`src/rtl/disp_pkg.sv`:
```
// disp_pkg
// Shared types and constants for the display frame buffer slice.
//   color_t    : 2-bit pixel color codes (OFF, RED, YEL, BLU)
//   fb_state_t : frame buffer controller states (INIT, IDLE, CLEAR)
//   ROWS/COLS  : panel geometry, LINE_W bits per row word, HALF rows per panel half
//   fill_word  : replicates one pixel color across a full row word
package disp_pkg;

  localparam int ROWS   = 32;
  localparam int COLS   = 32;
  localparam int LINE_W = 64;
  localparam int HALF   = 16;

  typedef enum logic [1:0] {
    OFF = 2'b00,
    RED = 2'b01,
    YEL = 2'b10,
    BLU = 2'b11
  } color_t;

  typedef enum logic [1:0] {
    INIT  = 2'd0,
    IDLE  = 2'd1,
    CLEAR = 2'd2
  } fb_state_t;

  function automatic logic [LINE_W-1:0] fill_word(input logic [1:0] color);
    return {COLS{color}};
  endfunction

endpackage

```
`src/rtl/fb_bank.sv`:
```
// fb_bank
// One frame buffer bank: NROWS row words of LW bits, 2 bits per pixel with
// column 0 at the LSB. Storage has no reset; the owner zeroes it row by row.
// Ports:
//   clk                         : clock
//   pix_we/pix_row/pix_col/pix_color : single-pixel write
//   row_we/row_addr/row_data    : full-row write (used for zeroing and fills)
//   rd_addr_a/rd_data_a         : combinational read port A
//   rd_addr_b/rd_data_b         : combinational read port B
module fb_bank
  import disp_pkg::*;
#(
  parameter int NROWS = ROWS,
  parameter int LW    = LINE_W
)
(
  input  logic          clk,
  input  logic          pix_we,
  input  logic [4:0]    pix_row,
  input  logic [4:0]    pix_col,
  input  logic [1:0]    pix_color,
  input  logic          row_we,
  input  logic [4:0]    row_addr,
  input  logic [LW-1:0] row_data,
  input  logic [4:0]    rd_addr_a,
  input  logic [4:0]    rd_addr_b,
  output logic [LW-1:0] rd_data_a,
  output logic [LW-1:0] rd_data_b
);

  logic [LW-1:0] mem [NROWS];

  // A row write replaces the whole word; the controller never asks for both
  // kinds of write in the same cycle, but the row write takes priority anyway.
  always_ff @(posedge clk) begin
    if (row_we) begin
      mem[row_addr] <= row_data;
    end else if (pix_we) begin
      mem[pix_row][{pix_col, 1'b0} +: 2] <= pix_color;
    end
  end

  assign rd_data_a = mem[rd_addr_a];
  assign rd_data_b = mem[rd_addr_b];

endmodule

```
`src/rtl/board_framebuf.sv`:
```
// board_framebuf
// Double-buffered frame buffer serving upper/lower line pairs to the display
// line-fetch FSM, with pixel writes, flood clear and frame-aligned bank swap
// coming from the game logic.
// Ports:
//   clk, rst                  : clock, synchronous active-high reset
//   ren, raddr                : line read request; raddr[3:0] selects the row pair
//   Hline, Lline              : registered front-bank rows raddr[3:0] and raddr[3:0]+16
//   wr_en/wr_row/wr_col/wr_color : back-bank pixel write
//   clr_req, clr_color        : flood-fill the back bank
//   swap_req                  : request front/back exchange at the next frame start
//   busy                      : controller is zeroing (INIT) or filling (CLEAR)
//   swap_pend                 : swap requested, not yet committed
//   swap_done                 : one-cycle pulse on the commit cycle
module board_framebuf
  import disp_pkg::*;
#(
  parameter int ROWS = disp_pkg::ROWS,
  parameter int COLS = disp_pkg::COLS
)
(
  input  logic              clk,
  input  logic              rst,
  input  logic              ren,
  input  logic [4:0]        raddr,
  output logic [2*COLS-1:0] Hline,
  output logic [2*COLS-1:0] Lline,
  input  logic              wr_en,
  input  logic [4:0]        wr_row,
  input  logic [4:0]        wr_col,
  input  logic [1:0]        wr_color,
  input  logic              clr_req,
  input  logic [1:0]        clr_color,
  input  logic              swap_req,
  output logic              busy,
  output logic              swap_pend,
  output logic              swap_done
);

  localparam int LW = 2 * COLS;

  localparam logic [1:0] ST_INIT  = INIT;
  localparam logic [1:0] ST_IDLE  = IDLE;
  localparam logic [1:0] ST_CLEAR = CLEAR;

  logic [1:0]    state;
  logic [4:0]    rc;
  logic          front_sel;
  logic [LW-1:0] fill;

  logic          in_idle;
  logic          commit;
  logic          rd_sel;
  logic          back_sel;
  logic          pix_wr;
  logic          row_wr_init;
  logic          row_wr_clear;
  logic [LW-1:0] row_data;
  logic [4:0]    upper_row;
  logic [4:0]    lower_row;

  logic          b0_pix_we, b1_pix_we;
  logic          b0_row_we, b1_row_we;
  logic [LW-1:0] b0_rd_a, b0_rd_b, b1_rd_a, b1_rd_b;

  // The display only addresses row pairs; the top address bit is not a row select.
  logic unused_raddr_msb;
  assign unused_raddr_msb = raddr[4];

  assign in_idle = (state == ST_IDLE);
  assign busy    = !in_idle;

  // A swap lands only at the start of a frame (row pair 0 fetched) so the
  // display never shows half of one frame and half of the next.
  assign commit = in_idle && swap_pend && ren && (raddr[3:0] == 4'd0);

  // The fetch on the commit cycle already comes from the bank becoming front.
  assign rd_sel   = front_sel ^ commit;
  assign back_sel = !front_sel;

  // Back-bank writes use the pre-swap back bank, so a pixel written on the
  // commit cycle lands in the bank that is becoming front. A clear request
  // in the same cycle as a pixel write wins and the pixel is dropped.
  assign pix_wr       = !rst && in_idle && wr_en && !clr_req;
  assign row_wr_init  = !rst && (state == ST_INIT);
  assign row_wr_clear = !rst && (state == ST_CLEAR);
  assign row_data     = (state == ST_INIT) ? '0 : fill;

  assign b0_pix_we = pix_wr && (back_sel == 1'b0);
  assign b1_pix_we = pix_wr && (back_sel == 1'b1);
  assign b0_row_we = row_wr_init || (row_wr_clear && (back_sel == 1'b0));
  assign b1_row_we = row_wr_init || (row_wr_clear && (back_sel == 1'b1));

  assign upper_row = {1'b0, raddr[3:0]};
  assign lower_row = 5'(HALF) + {1'b0, raddr[3:0]};

  fb_bank #(
    .NROWS (ROWS),
    .LW    (LW)
  ) u_bank0 (
    .clk       (clk),
    .pix_we    (b0_pix_we),
    .pix_row   (wr_row),
    .pix_col   (wr_col),
    .pix_color (wr_color),
    .row_we    (b0_row_we),
    .row_addr  (rc),
    .row_data  (row_data),
    .rd_addr_a (upper_row),
    .rd_addr_b (lower_row),
    .rd_data_a (b0_rd_a),
    .rd_data_b (b0_rd_b)
  );

  fb_bank #(
    .NROWS (ROWS),
    .LW    (LW)
  ) u_bank1 (
    .clk       (clk),
    .pix_we    (b1_pix_we),
    .pix_row   (wr_row),
    .pix_col   (wr_col),
    .pix_color (wr_color),
    .row_we    (b1_row_we),
    .row_addr  (rc),
    .row_data  (row_data),
    .rd_addr_a (upper_row),
    .rd_addr_b (lower_row),
    .rd_data_a (b1_rd_a),
    .rd_data_b (b1_rd_b)
  );

  // Controller: INIT and CLEAR both sweep rc over every row, one row per
  // cycle, and return to IDLE after row 31 with rc wrapped back to 0.
  always_ff @(posedge clk) begin
    if (rst) begin
      state <= ST_INIT;
      rc    <= 5'd0;
      fill  <= '0;
    end else begin
      case (state)
        ST_INIT, ST_CLEAR: begin
          rc <= rc + 5'd1;
          if (rc == 5'd31) begin
            state <= ST_IDLE;
          end
        end
        ST_IDLE: begin
          if (clr_req) begin
            state <= ST_CLEAR;
            rc    <= 5'd0;
            fill  <= fill_word(clr_color);
          end
        end
        default: begin
          state <= ST_INIT;
          rc    <= 5'd0;
        end
      endcase
    end
  end

  // Swap bookkeeping: a request can arrive in any state and waits; extra
  // requests while pending fold into the one already latched.
  always_ff @(posedge clk) begin
    if (rst) begin
      front_sel <= 1'b0;
      swap_pend <= 1'b0;
      swap_done <= 1'b0;
    end else begin
      swap_done <= commit;
      if (commit) begin
        front_sel <= !front_sel;
        swap_pend <= 1'b0;
      end else if (swap_req) begin
        swap_pend <= 1'b1;
      end
    end
  end

  // Line output registers hold their value between fetches.
  always_ff @(posedge clk) begin
    if (rst) begin
      Hline <= '0;
      Lline <= '0;
    end else if (ren) begin
      Hline <= rd_sel ? b1_rd_a : b0_rd_a;
      Lline <= rd_sel ? b1_rd_b : b0_rd_b;
    end
  end

endmodule

```
`config.mk`:
```
export PLATFORM = sky130hd
export DESIGN_NAME = board_framebuf
export DESIGN_NICKNAME = d
export VERILOG_FILES = /design/src/rtl/disp_pkg.sv /design/src/rtl/fb_bank.sv /design/src/rtl/board_framebuf.sv
export SDC_FILE = /design/constraint.sdc
export NUM_CORES = 2
export LEC_CHECK = 0
export CORE_ASPECT_RATIO = 1.5
export CORE_MARGIN = 2
export CORE_UTILIZATION = 60
export DETAILED_ROUTE_END_ITERATION = 7
export HOLD_SLACK_MARGIN = 0.12
export PLACE_DENSITY_LB_ADDON = 0.08
export SLEW_MARGIN = 15
export SYNTH_ARGS = -nofsm -noshare
export SYNTH_HDL_FRONTEND = slang
export SYNTH_HIERARCHICAL = 1
export SYNTH_SLANG_ARGS = --single-unit
```
`constraint.sdc`:
```
create_clock -name clk -period 8.96 [get_ports clk]
set_clock_uncertainty 0.15 [all_clocks]
set_input_delay 1.344 -clock clk [delete_from_list [all_inputs] [get_ports clk]]
set_output_delay 1.344 -clock clk [all_outputs]
set_load 0.1 [all_outputs]
```
==> impl_table.tex <==
\begin{tabular}{lr}
\hline
Metric & Value \\
\hline
\multicolumn{2}{l}{\textbf{Critical path}} \\
Critical path data required time & approximately 9.4 ns \\
Worst endpoint data arrival time & just over 7 ns \\
Setup crit start kind & input port \\
Category of the most critical setup path & in -> reg \\
Setup crit end kind & register \\
CP max FO & 21 \\
\multicolumn{2}{l}{\textbf{Timing}} \\
Actual transition at the worst max-transition pin & between 1 and 1.5 ns \\
Worst hold margin & $\sim$0.38 ns \\
Final setup violation count & 0 \\
Unrepaired setup endpoints after global routing & false \\
Period minus WS final & between 6 and 7 ns \\
Final Max Slew Viols & 0 \\
Setup tns final & 0 ns \\
Worst slew margin & 0.0793 \\
Post-route clock period utilization & 0.740 \\
Maximum clock frequency & approximately 150 MHz \\
Hold violation count in the final report & 0 \\
\multicolumn{2}{l}{\textbf{Floorplanning}} \\
Die area & roughly 360000 sq um \\
Die width & between 400 and 500 microns \\
Initial core utilization & 0.602 \\
Vertical die dimension & between 700 and 800 microns \\
Standard-cell row count & between 200 and 300 \\
Core Region & $\sim$360000 sq um \\
Io pins & between 150 and 200 \\
\multicolumn{2}{l}{\textbf{Route}} \\
Routed wirelength normalized by instance count & 40.9 microns \\
Post-Route WL & between 600000 and 700000 microns \\
Wire length on met3 & roughly 86000 microns \\
Number of DRC markers in iteration 0 & 20900 \\
Met2 routed WL & around 330000 microns \\
Highest routed metal layer & met5 \\
Sum of routed wire segments on met1 & between 200000 and 250000 microns \\
Number of iterations in the first detailed-routing pass & 8 \\
Drt drc & 0 \\
Total via count after detailed routing & approximately 130k \\
Per-cell via count in the routed design & around 7.7 \\
Number of nets with antenna violations after detailed routing & 0 \\
\multicolumn{2}{l}{\textbf{Global route}} \\
Global-route wire length before repair & around 960000 microns \\
Total routing usage reported by global routing & 0.380 \\
Number of antenna violations at the first check in global routing & 37 \\
Total grt overflow & 0 \\
Pin count of the biggest net entering global routing & $\sim$200 \\
Number of global-route vias before repair & $\sim$130k \\
\multicolumn{2}{l}{\textbf{Logic synthesis}} \\
Cell area after synthesis & 215000 sq um \\
Number of library cell types mapped by synthesis & 90 \\
Number of synthesized flops with an enable pin & between 4000 and 5000 \\
Avg Synthesized Cell Area & 17.4 sq um \\
Ys flop type & sky130\_fd\_sc\_hd\_\_edfxtp\_1 \\
Synth Warn \# & 6 \\
Number of register bits inferred by synthesis & 4236 \\
Mapped Cells & 12300 \\
Sequential share of the synthesized area & 0.585 \\
Fraction of registers with async set/reset & 0 \\
\multicolumn{2}{l}{\textbf{Placement}} \\
Placed cell area & between 200000 and 250000 sq um \\
Number of buffer cells added on primary ports & 154 \\
Final GP Congestion & between 0.9 and 1 \\
Post-DP HPWL & 424000 microns \\
\multicolumn{2}{l}{\textbf{Final layout}} \\
Final design instance area without fill & around 240000 sq um \\
Layout cells sized above 1 & 0.362 \\
Layout overhead on the synthesized area & 9.82\% \\
Most common cell after layout, fill and taps aside & sky130\_fd\_sc\_hd\_\_edfxtp\_1 \\
Top library cells by usage in the layout, fill and taps aside & sky130\_fd\_sc\_hd\_\_edfxtp\_1 (4096), sky130\_fd\_sc\_hd\_\_mux4\_2 (2560), sky130\_fd\_sc\_hd\_\_nor2\_1 (1343), sky130\_fd\_sc\_hd\_\_a21oi\_1 (968), sky130\_fd\_sc\_hd\_\_clkbuf\_16 (406) \\
Fillcell total & 23800 \\
Final Core Density & 0.661 \\
Area used by multi-input combinational logic & 85300 sq um \\
Storage element area & roughly 130000 sq um \\
Nets & 12000 \\
\multicolumn{2}{l}{\textbf{Pwr}} \\
Power Dens Cells & 181 nW/um\^{}2 \\
Maximum vdd drop & roughly 0.23 mV \\
Leak pwr & just under 80 nW \\
\multicolumn{2}{l}{\textbf{Clock network}} \\
Clock tree from TritonCTS & built \\
Post-cts sizing count & 0 \\
Total CTS buffers & between 300 and 400 \\
Setup repair bufs after CTS & 0 \\
Later-pin clock latency in the skew report & about 0.99 ns \\
Number of sinks on the clock net & around 4200 \\
Root buf cell & sky130\_fd\_sc\_hd\_\_clkbuf\_16 \\
Post-cts hold buffer count & 0 \\
Number of levels in the clock H-tree & 5 \\
Register clock-pin slew on the reported worst setup and hold paths & 0.07 ns \\
Buffer levels on the longest clock path & 4 \\
\multicolumn{2}{l}{\textbf{Run}} \\
Max Cap Viol & 0 \\
\multicolumn{2}{l}{\textbf{Outcome}} \\
Run status & complete, no violations \\
\multicolumn{2}{l}{\textbf{Min path}} \\
HP Class & reg -> reg \\
\hline
\end{tabular}
-- area by class of cell --
| class | instances | share of cell area |
|---|---|---|
| Tap cell | 4742 | 0.0251 |
| Antenna cell | 41 | 0.000435 |
| Clock buffer | 479 | 0.0447 |
| Multi-Input combinational cell | 6692 | 0.361 |
| Clock inverter | 248 | 0.0110 |
| Inverter | 18 | 0.000286 |
| Timing Repair Buffer | 572 | 0.0241 |
| Sequential cell | 4236 | 0.533 |
-- state kept, by name, summed over array words and instances (netlist names) --
register,flops
fill,2
front_sel,1
Hline,64
u_bank0/mem,2048
Lline,64
swap_pend,1
swap_done,1
state,2
rc,5
u_bank1/mem,2048
-- critical path, cell delays in order --
cell and delay (ns):
sky130_fd_sc_hd__clkdlybuf4s50_1 1.04, sky130_fd_sc_hd__inv_1 0.16, sky130_fd_sc_hd__ha_1 0.24, sky130_fd_sc_hd__nor3b_4 0.16
sky130_fd_sc_hd__xnor2_1 0.68, sky130_fd_sc_hd__buf_4 0.30, sky130_fd_sc_hd__nor2_2 0.06, sky130_fd_sc_hd__o31ai_2 0.10
sky130_fd_sc_hd__and3_2 0.88, sky130_fd_sc_hd__buf_12 0.26, sky130_fd_sc_hd__nand3_4 0.77, sky130_fd_sc_hd__buf_4 0.54
sky130_fd_sc_hd__a21oi_1 0.43
-- report_power, final --
group | internal (mW) | switching [mW]
Combinational | 1.38 | 2.24
Clock | 9.82 | 7.60
Sequential | 21.5 | 0.124
-- synth_stat cells (all sizes together), types with 6 or more instances --
master	n	share of area
o21a	8	0.00028
nor3b	9	0.00039
clkbuf	817	0.014
o21bai	134	0.0047
o31ai	60	0.0022
nor2b	11	0.00032
nor4	131	0.0038
mux2	318	0.018
nand3	55	0.0020
dfxtp	140	0.013
or3	6	0.00017
and3	10	0.00029
a21oi	1059	0.026
ha	10	0.00058
mux2i	41	0.0019
edfxtp	4096	0.57
or2	6	0.00017
a31oi	41	0.0012
nand3b	141	0.0049
o41ai	37	0.0037
o21ai	18	0.00042
a22oi	128	0.0045
nor2	1348	0.024
nand2b	20	0.00058
buf	563	0.014
xnor2	12	0.00049
nor3	46	0.0018
inv	18	0.00031
or3b	133	0.0054
mux4	2560	0.27
a2111oi	129	0.0053
nand2	150	0.0026
-- worst paths after layout --
path              from                  end  slack, ns  cells after the start
max          wr_col[1]  u_bank0/mem[21][21]       2.33                     13
min          Lline[43]            Lline[43]       0.38                      2
max reg2reg  front_sel  u_bank0/mem[21][21]       2.73                     12
min reg2reg  Lline[43]            Lline[43]       0.38                      2
-- cells by family after synthesis --
logic type | share of synthesized area
AO/OA/AOI/OAI | 0.0498
XOR/XNOR | 0.000530
adder cells (fa/ha/maj) | 0.000582
buffers and inverters | 0.0285
flip-flops | 0.585
multiplexers | 0.288
other | 0.0000350
AND/OR/NAND/NOR | 0.0472
-- per-stage QoR --
step	total power [mW]	cells	setup slack, ns
2_1_floorplan	24.5	12300	2.40
3_3_place_gp	25.5	16200	1.44
3_5_place_dp	25.6	16200	1.62
4_1_cts	42.7	16900	2.61
5_1_grt	43.6	17000	2.35
6_report	42.7	17000	2.33
-- routing by layer --
metal / vias to the layer above / global-route usage
li1: 50700 / -
met1: 69100 / 0.461
met2: 9259 / 0.597
met3: 2234 / 0.101
met4: 20 / 0.270
met5: - / 0
Power figures use the tool's default switching activity.
